==> src/rtl/loader_pkg.sv <==
// Shared constants and types for the byte-serial image loader.
// The optional checksum feature is selected in image_loader by LOADER_CHECKSUM_EN.
package loader_pkg;

    localparam int NUM_BYTES = 16;
    localparam int BYTE_W    = 8;
    localparam int IDX_W     = $clog2(NUM_BYTES + 1);
    localparam int DATA_W    = NUM_BYTES * BYTE_W;

    typedef enum logic {
        FILL = 1'b0,
        DROP = 1'b1
    } state_t;

    typedef logic             bank_idx_t;
    typedef logic [IDX_W-1:0] byte_idx_t;

endpackage

==> src/rtl/loader_bank.sv <==
// One image bank: a NUM_BYTES*BYTE_W register written one byte at a time.
// Indices at or beyond NUM_BYTES (the checksum slot) write nothing.
module loader_bank
    import loader_pkg::*;
(
    input  logic              clk,
    input  logic              reset,
    input  logic              we,
    input  byte_idx_t         idx,
    input  logic [BYTE_W-1:0] wdata,
    output logic [DATA_W-1:0] data
);

    logic [DATA_W-1:0] data_q;
    logic [DATA_W-1:0] data_d;

    always_comb begin
        data_d = data_q;
        for (int k = 0; k < NUM_BYTES; k++) begin
            if (we && (idx == byte_idx_t'(k))) begin
                data_d[k*BYTE_W +: BYTE_W] = wdata;
            end
        end
    end

    always_ff @(posedge clk) begin
        if (reset) begin
            data_q <= '0;
        end else begin
            data_q <= data_d;
        end
    end

    assign data = data_q;

endmodule

==> src/rtl/image_loader.sv <==
// Byte-serial image loader with two ping-pong banks feeding the multiplier array.
// Define LOADER_CHECKSUM_EN to expect a trailing mod-256 checksum byte per frame.
module image_loader
    import loader_pkg::*;
(
    input  logic              clk,
    input  logic              reset,
    input  logic [BYTE_W-1:0] in_byte,
    input  logic              in_valid,
    input  logic              in_last,
    output logic              in_ready,
    output logic [DATA_W-1:0] out_data,
    output logic              out_valid,
    input  logic              out_ack,
    output logic              frame_err,
    output logic [7:0]        frame_count
);

`ifdef LOADER_CHECKSUM_EN
    localparam int FRAME_LEN = NUM_BYTES + 1;
`else
    localparam int FRAME_LEN = NUM_BYTES;
`endif
    localparam byte_idx_t LAST_IDX   = byte_idx_t'(FRAME_LEN - 1);
    localparam byte_idx_t DATA_LIMIT = byte_idx_t'(NUM_BYTES);

    state_t      state_q, state_d;
    byte_idx_t   idx_q, idx_d;
    bank_idx_t   wr_bank_q, wr_bank_d;
    bank_idx_t   rd_bank_q, rd_bank_d;
    logic [1:0]  full_q, full_d;
    logic        frame_err_q, frame_err_d;
    logic [7:0]  frame_count_q, frame_count_d;

    logic        accept;
    logic        at_last;
    logic        chk_ok;
    logic [1:0]  bank_we;
    logic [DATA_W-1:0] bank_data [2];

    // in_ready depends only on registered state, never on in_valid.
    assign in_ready = (state_q == DROP) || !full_q[wr_bank_q];
    assign accept   = in_valid && in_ready;
    assign at_last  = (idx_q == LAST_IDX);

`ifdef LOADER_CHECKSUM_EN
    logic [BYTE_W-1:0] sum_q, sum_d;

    always_comb begin
        sum_d = sum_q;
        if (accept && (state_q == FILL)) begin
            if (in_last || at_last) begin
                sum_d = '0;
            end else if (idx_q < DATA_LIMIT) begin
                sum_d = sum_q + in_byte;
            end
        end
    end

    always_ff @(posedge clk) begin
        if (reset) begin
            sum_q <= '0;
        end else begin
            sum_q <= sum_d;
        end
    end

    assign chk_ok = (in_byte == sum_q);
`else
    assign chk_ok = 1'b1;
`endif

    always_comb begin
        state_d       = state_q;
        idx_d         = idx_q;
        wr_bank_d     = wr_bank_q;
        rd_bank_d     = rd_bank_q;
        full_d        = full_q;
        frame_err_d   = 1'b0;
        frame_count_d = frame_count_q;
        bank_we       = 2'b00;

        if (accept) begin
            if (state_q == FILL) begin
                bank_we[wr_bank_q] = (idx_q < DATA_LIMIT);
                if (in_last) begin
                    idx_d = '0;
                    if (at_last && chk_ok) begin
                        full_d[wr_bank_q] = 1'b1;
                        wr_bank_d         = ~wr_bank_q;
                        frame_count_d     = frame_count_q + 8'd1;
                    end else begin
                        frame_err_d = 1'b1;
                    end
                end else if (at_last) begin
                    // Over-long frame: report once, then swallow up to in_last.
                    frame_err_d = 1'b1;
                    idx_d       = '0;
                    state_d     = DROP;
                end else begin
                    idx_d = idx_q + 1'b1;
                end
            end else if (in_last) begin
                state_d = FILL;
                idx_d   = '0;
            end
        end

        // The bank being completed is never the one being acked, so both apply.
        if (out_ack && full_q[rd_bank_q]) begin
            full_d[rd_bank_q] = 1'b0;
            rd_bank_d         = ~rd_bank_q;
        end
    end

    always_ff @(posedge clk) begin
        if (reset) begin
            state_q       <= FILL;
            idx_q         <= '0;
            wr_bank_q     <= 1'b0;
            rd_bank_q     <= 1'b0;
            full_q        <= 2'b00;
            frame_err_q   <= 1'b0;
            frame_count_q <= 8'd0;
        end else begin
            state_q       <= state_d;
            idx_q         <= idx_d;
            wr_bank_q     <= wr_bank_d;
            rd_bank_q     <= rd_bank_d;
            full_q        <= full_d;
            frame_err_q   <= frame_err_d;
            frame_count_q <= frame_count_d;
        end
    end

    loader_bank u_bank0 (
        .clk   (clk),
        .reset (reset),
        .we    (bank_we[0]),
        .idx   (idx_q),
        .wdata (in_byte),
        .data  (bank_data[0])
    );

    loader_bank u_bank1 (
        .clk   (clk),
        .reset (reset),
        .we    (bank_we[1]),
        .idx   (idx_q),
        .wdata (in_byte),
        .data  (bank_data[1])
    );

    // Gate the mux so a partially written bank never shows on out_data.
    assign out_valid   = full_q[rd_bank_q];
    assign out_data    = out_valid ? bank_data[rd_bank_q] : '0;
    assign frame_err   = frame_err_q;
    assign frame_count = frame_count_q;

endmodule
==> config.mk <==
export PLATFORM = sky130hd
export DESIGN_NAME = image_loader
export DESIGN_NICKNAME = d
export VERILOG_FILES = /design/src/rtl/loader_pkg.sv /design/src/rtl/loader_bank.sv /design/src/rtl/image_loader.sv
export SDC_FILE = /design/constraint.sdc
export NUM_CORES = 1
export LEC_CHECK = 0
export CAP_MARGIN = 10
export CELL_PAD_IN_SITES_DETAIL_PLACEMENT = 1
export CELL_PAD_IN_SITES_GLOBAL_PLACEMENT = 2
export CORE_MARGIN = 4
export CORE_UTILIZATION = 35
export DETAILED_ROUTE_END_ITERATION = 6
export GPL_TIMING_DRIVEN = 0
export PLACE_DENSITY_LB_ADDON = 0.1
export SYNTH_ARGS = -nofsm -noshare
export SYNTH_HDL_FRONTEND = slang
export SYNTH_SLANG_ARGS = --single-unit
export TNS_END_PERCENT = 20
==> constraint.sdc <==
create_clock -name clk -period 2.8 [get_ports clk]
set_input_delay 0.56 -clock clk [delete_from_list [all_inputs] [get_ports clk]]
set_output_delay 0.56 -clock clk [all_outputs]
set_load 0.03 [all_outputs]
# Word level (Yosys, flattened, before mapping)
# Index checks and enable logic that the tools add are counted.
dict set report classes {
  n_addsub 2
  eq_ne 16
  order_cmp 6
  bitwise 9
  muxes 29
  reduce_logical 42
}
# cell n
set op_table {}
lappend op_table {{$mux W128} 4}
lappend op_table {{$eq A5 B4 Y1 const B} 8}
lappend op_table {{$logic_and A1 B1 Y1} 36}
lappend op_table {{$eq A5 B3 Y1 const B} 4}
lappend op_table {{$mux W5} 4}
lappend op_table {{$mux W2} 7}
lappend op_table {{$mux W1} 12}
lappend op_table {{$eq A5 B2 Y1 const B} 2}
lappend op_table {{$add A8 B1 Y8 const B} 1}
lappend op_table {{$add A5 B1 Y5 const B} 1}
lappend op_table {{$eq A5 B1 Y1 const B} 1}
lappend op_table {{$logic_not A5 Y1} 1}
lappend op_table {{$lt A5 B5 Y1 const B} 1}
lappend op_table {{$and A2 B2 Y2} 2}
lappend op_table {{$lt A1 B2 Y1 const B} 2}
lappend op_table {{$not A1 Y1} 4}
lappend op_table {{$reduce_and A4 Y1} 1}
lappend op_table {{$reduce_or A3 Y1} 1}
lappend op_table {{$demux W1 S1} 2}
lappend op_table {{$ge A1 B1 Y1 const B} 2}
lappend op_table {{$ge A2 B2 Y1 const B} 1}
lappend op_table {{$ne A2 B2 Y1 const B} 1}
lappend op_table {{$not A1 Y2} 1}
lappend op_table {{$not A2 Y2} 1}
lappend op_table {{other kinds (4)} 4}
dict set report totals {
  input_bits 13
  regBits 275
  word_cells 143
}

# Depth between registers and ports, before layout
dict set report logic_depth {
  ltp_word 11
  ltp_mapped 7
  depth_no_buf 6
}

# Hierarchy
# A second synthesis with hierarchy kept.
dict set report hier_totals {
  cells_unflattened 1310
  hier_area_um2 12966.2
}
# mod cells_each area_each_um2 seq_area_each_um2 n_inst
set modules_own_cells {}
lappend modules_own_cells {loader_bank 457 5077.4 2562.5 2}
lappend modules_own_cells {image_loader 396 2811.4 380.4 1}

# Worst setup path before layout
# OpenSTA, ideal clock, no wires.
dict set report synth_path {
  kind {reg2out}
  from {register rd_bank_q}
  to {output out_data[100]}
  t_arrival_ns 1.780
  required_time_ns 2.240
  setup_slack_ns 0.460
  path_stages_with_launch 6
  path_cell_list {dfxtp_1 > clkbuf_1 > clkbuf_1 > clkbuf_1 > mux2i_1 > nor2_1}
}
dict set report synth_between {
  elab_chain_len 5
  word_cells_on_any_way 7
}
# item line_no
set synth_lines {}
lappend synth_lines {{from (decl)} image_loader.sv:30} ;# bank_idx_t rd_bank_q, rd_bank_d;
lappend synth_lines {{from (signal assigned)} image_loader.sv:129} ;# rd_bank_q <= rd_bank_d;
lappend synth_lines {{$not A1 Y2 (implied by the code)} image_loader.sv:156} ;# assign out_data = out_valid ? bank_data[rd_bank_q] : '0;
lappend synth_lines {{$mux W128 (implied by the code) (3 in series)} image_loader.sv:156}
lappend synth_lines {{$mux W128 *} image_loader.sv:156}
lappend synth_lines {{to (decl)} image_loader.sv:12} ;# output logic [DATA_W-1:0] out_data,
# Every way passes the cells marked *; elsewhere a longest branch is shown, timed or not. The select of a mux whose other input is x is not followed.

# Final worst setup path
dict set report layout_path {
  from {register rd_bank_q}
  to {output out_data[96]}
}
# The elaborated chain is that of the path after synthesis.

==> metrics.yaml <==
outcome: "complete, no violations"
yosys_warn_count: 0
critical_path.slowest_cell: "sky130_fd_sc_hd__dfxtp_2"
design.die.area_um2: 38300
power_report.internal_total_mw: 6.660
timing.hold.worst.class: "flip-flop to flip-flop"
place_congestion: 0.7876
grt_max_degree: 13
firstDrtPassIters: 5
io_buffer_count: 150
antenna_violations_before_repair: 0
ant_nets_after_route: 0
worst-endpoint-arrival_ps: 2200
placement_rows: 68
critical_path.startpoint: "rd_bank_q"
seq_power_share_pct: 45.6
area_of_the_multi_input_gates_um2: 6417
share_of_final_layout_standard_cells_stronger_than_drive_strength_1_pct: 10.15
clkSlewWorstSetupHoldPaths_ps: 60
synthDominantAreaCellType: "sky130_fd_sc_hd__dfxtp_1"
die_height_um: 195.7
worstMarginPinSlew_ps: 1126
cts_sinks: 275
cellPowerDensity_nw_per_um2: 554.9
cp-end-kind: "primary output"
synth-seq-area-share_pct: 44.64
route.vias.total: 9759
clock_tree.buffer_depth: 3
worst_setup_path_endpoint: "out_data[96]"
p_total_mw: 8.622
cts.root.buffer_cell: "sky130_fd_sc_hd__clkbuf_16"
post_synth_main_area_contributors: "sky130_fd_sc_hd__dfxtp_1 (45%), sky130_fd_sc_hd__mux2i_1 (31%), sky130_fd_sc_hd__nor2_1 (12%), sky130_fd_sc_hd__clkbuf_1 (2.6%), sky130_fd_sc_hd__nor3_4 (2.4%)"
slew_violations: 0
crit_path_cell_trace: "mux2i_2 > clkbuf_8 > clkbuf_4 > nor2_1 > dlygate4sd2_1"
start_util_pct: 35.61
synth_unique_cells: 41
cts_tree: "done"
setup_viols_final: 0
grt_pass1_vias: 10090
post_detailed_placement_half_perimeter_wirelength_mm: 29.04
postSynthCellCount: 1282
post_cts.resized_instances: 203
pwr-share-comb_pct: 3.7
drt_first_iter_violations: 413
critPathKind: "flip-flop to primary output"
clkLatencyLatePin_ps: 510
first_pass_grt_wire_length_mm: 63.42
number_of_failing_hold_endpoints_at_the_final_stage: 0
core_region_area_um2: 34630
r2r_cells: 6
routed_via_density: 5.023
h-tree-depth: 2
r2r_slack_ps: 340
final.setup.tns_ps: 0
worst_hold_slack_ps: 491.3
timing.max_cap.violations: 0
wl_mm: 41.93
cp_num_buf_inv: 3
number_of_buffers_created_by_cts: 34
final_critical_path_required_period_ps: 2761
synth.ff_latch_count: 275
post-cts-setup-buffer-count: 0
syn-num-nets: 1301
share_of_synthesized_registers_carrying_an_async_set_or_reset_pct: 0
synth_area_um2: 12330
net-switching-power_mw: 1.963
synth_area_per_cell_um2: 9.619
startpoint_type: "flip-flop"
io-pin-count: 152
seqCellArea_um2: 5509
overflow: 0
synthToLayoutAreaGrowth_pct: 25.99
fmaxAchievable_mhz: 362.2
worstReg2RegStart: "idx_q[3]"
rsz0062_at_grt: "yes"
finish.net_count: 1486
critical_path.reg2reg.endpoint: "u_bank0.data[112]"
ctsHoldBuffers: 0
detail_route.drc_violations: 0
vdd_drop_max_mv: 0.3618
synth-edff-count: 0
worst_path_dominant_cell_family: "buffers and inverters"
fill_cell_total_of_the_finished_layout: 3914
fin_skew_ps: 20.08
post-route-period-util_pct: 98.61
power_frac_clock_pct: 50.7
worst_path_largest_cell_delay_ps: 410
slew-limit-headroom_pct: 24.91
synth_ff_type: "sky130_fd_sc_hd__dfxtp_1"
globalRouteTotalUtil_pct: 21.42
die_x_um: 195.7
synth_top_area_share_pct: 44.64
worst-endpoint-required_ps: 2240
worstPathMaxFanout: 10
sw_frac_of_total_pct: 22.76
cellLeakagePower_nw: 6.060
worstSetupPathDepth: 5
antenna_cells: 0
average_routed_wire_per_standard_cell_um: 21.58
-- final cells by class --
class / instances / area share (%)
Tap cell: 455 / 3.664
Clock buffer: 44 / 6.112
Multi-Input combinational cell: 899 / 41.30
Sequential cell: 275 / 35.46
Clock inverter: 13 / 0.9663
Inverter: 9 / 0.2174
Timing Repair Buffer: 150 / 8.858
Buffer: 98 / 3.422
-- synthesized netlist by cell type (4+ instances only) --
| master | number |
|---|---|
| sky130_fd_sc_hd__nor2_1 | 395 |
| sky130_fd_sc_hd__mux2i_1 | 386 |
| sky130_fd_sc_hd__dfxtp_1 | 275 |
| sky130_fd_sc_hd__clkbuf_1 | 87 |
| sky130_fd_sc_hd__nor3_4 | 18 |
| sky130_fd_sc_hd__nand2_1 | 13 |
| sky130_fd_sc_hd__a21oi_1 | 10 |
| sky130_fd_sc_hd__inv_1 | 9 |
| sky130_fd_sc_hd__nand3_1 | 7 |
| sky130_fd_sc_hd__nand4_1 | 7 |
| sky130_fd_sc_hd__buf_2 | 6 |
| sky130_fd_sc_hd__ha_1 | 6 |
| sky130_fd_sc_hd__nor2b_1 | 5 |
| sky130_fd_sc_hd__nor3_1 | 4 |
| sky130_fd_sc_hd__nor4_4 | 4 |
| sky130_fd_sc_hd__o21ai_0 | 4 |
-- cells by family (layout without fill, tap and decap cells) --
kind of cell	after synthesis	count (layout)	synth area share (%)
buf+inv	108	314	3.663
mux	389	389	31.61
fa+ha+maj	6	6	0.6088
flops	275	275	44.64
compound gates	24	24	1.228
xor+xnor	2	2	0.1421
simple gates	478	478	18.11
-- tightest hold or removal path: cells and delay by family, from the launching register on --
kind | cells | cell delay [ps]
flops | 1 | 320
mux | 1 | 70
simple gates | 1 | 70
-- power by group through the flow --
stage,registers (mW),logic [mW],clock network [mW]
finish,3.94,0.316,4.37
global placement,4.02,0.315,0
CTS,3.93,0.319,4.47
detailed placement,4.02,0.318,0
global route,3.93,0.335,4.65
floorplan,4.02,0.153,0
-- state kept, by name (all words and copies together), names as in the netlist --
signal,cells
state_q,1
rd_bank_q,1
frame_err,1
full_q,2
wr_bank_q,1
idx_q,5
frame_count,8
u_bank0.data,128
u_bank1.data,128
-- cell usage in the layout (no fill, tap or decap), types with 4 or more instances in the layout --
cell type and count:
sky130_fd_sc_hd__nor2_1 390, sky130_fd_sc_hd__mux2i_1 381, sky130_fd_sc_hd__dfxtp_1 272, sky130_fd_sc_hd__dlygate4sd2_1 97, sky130_fd_sc_hd__clkbuf_1 64, sky130_fd_sc_hd__clkbuf_16 35
sky130_fd_sc_hd__clkdlybuf4s50_1 29, sky130_fd_sc_hd__nor3_4 18, sky130_fd_sc_hd__clkbuf_4 13, sky130_fd_sc_hd__nand2_1 12, sky130_fd_sc_hd__clkdlybuf4s15_2 11, sky130_fd_sc_hd__a21oi_1 10
sky130_fd_sc_hd__inv_1 9, sky130_fd_sc_hd__buf_4 9, sky130_fd_sc_hd__clkbuf_2 9, sky130_fd_sc_hd__clkinv_2 8, sky130_fd_sc_hd__buf_2 7, sky130_fd_sc_hd__clkbuf_8 7
sky130_fd_sc_hd__nand3_1 7, sky130_fd_sc_hd__nand4_1 7, sky130_fd_sc_hd__ha_1 6, sky130_fd_sc_hd__nor2_2 5, sky130_fd_sc_hd__nor2b_1 5, sky130_fd_sc_hd__dlymetal6s2s_1 5
sky130_fd_sc_hd__mux2i_2 4, sky130_fd_sc_hd__nor3_1 4, sky130_fd_sc_hd__nor4_4 4, sky130_fd_sc_hd__o21ai_0 4
-- worst min path at each step --
| stage | from | end | slack (ps) | cells past startpoint |
|---|---|---|---|---|
| after global placement | u_bank1.data[125] | u_bank1.data[125] | 470 | 2 |
| after global routing | u_bank0.data[90] | u_bank0.data[90] | 520 | 2 |
| after floorplan | u_bank0.data[104] | u_bank0.data[104] | 460 | 2 |
| after CTS | u_bank1.data[123] | u_bank1.data[123] | 500 | 2 |
| final | u_bank0.data[104] | u_bank0.data[104] | 490 | 2 |
| after detailed placement | u_bank0.data[31] | u_bank0.data[31] | 480 | 2 |
-- metal layers --
metal / global-route usage [%] / part of all wire [%]
met4: 3.336 / 1.2
met5: 0 / 0
met1: 29.43 / 47
met3: 2.507 / 3.6
met2: 37.08 / 49
-- per-stage QoR --
stage          util [%]  instances  setup slack [ps]  area, µm²
2_1_floorplan         -       1282             459.8      12330
3_3_place_gp      41.59       1887            -891.0      14400
3_5_place_dp      41.59       1887            -933.5      14400
4_1_cts           44.80       1943            0.1710      15510
5_1_grt           44.87       1943            -23.80      15540
6_report          44.87       1943             38.94      15540
No activity file was read; power rests on OpenSTA's default activity.
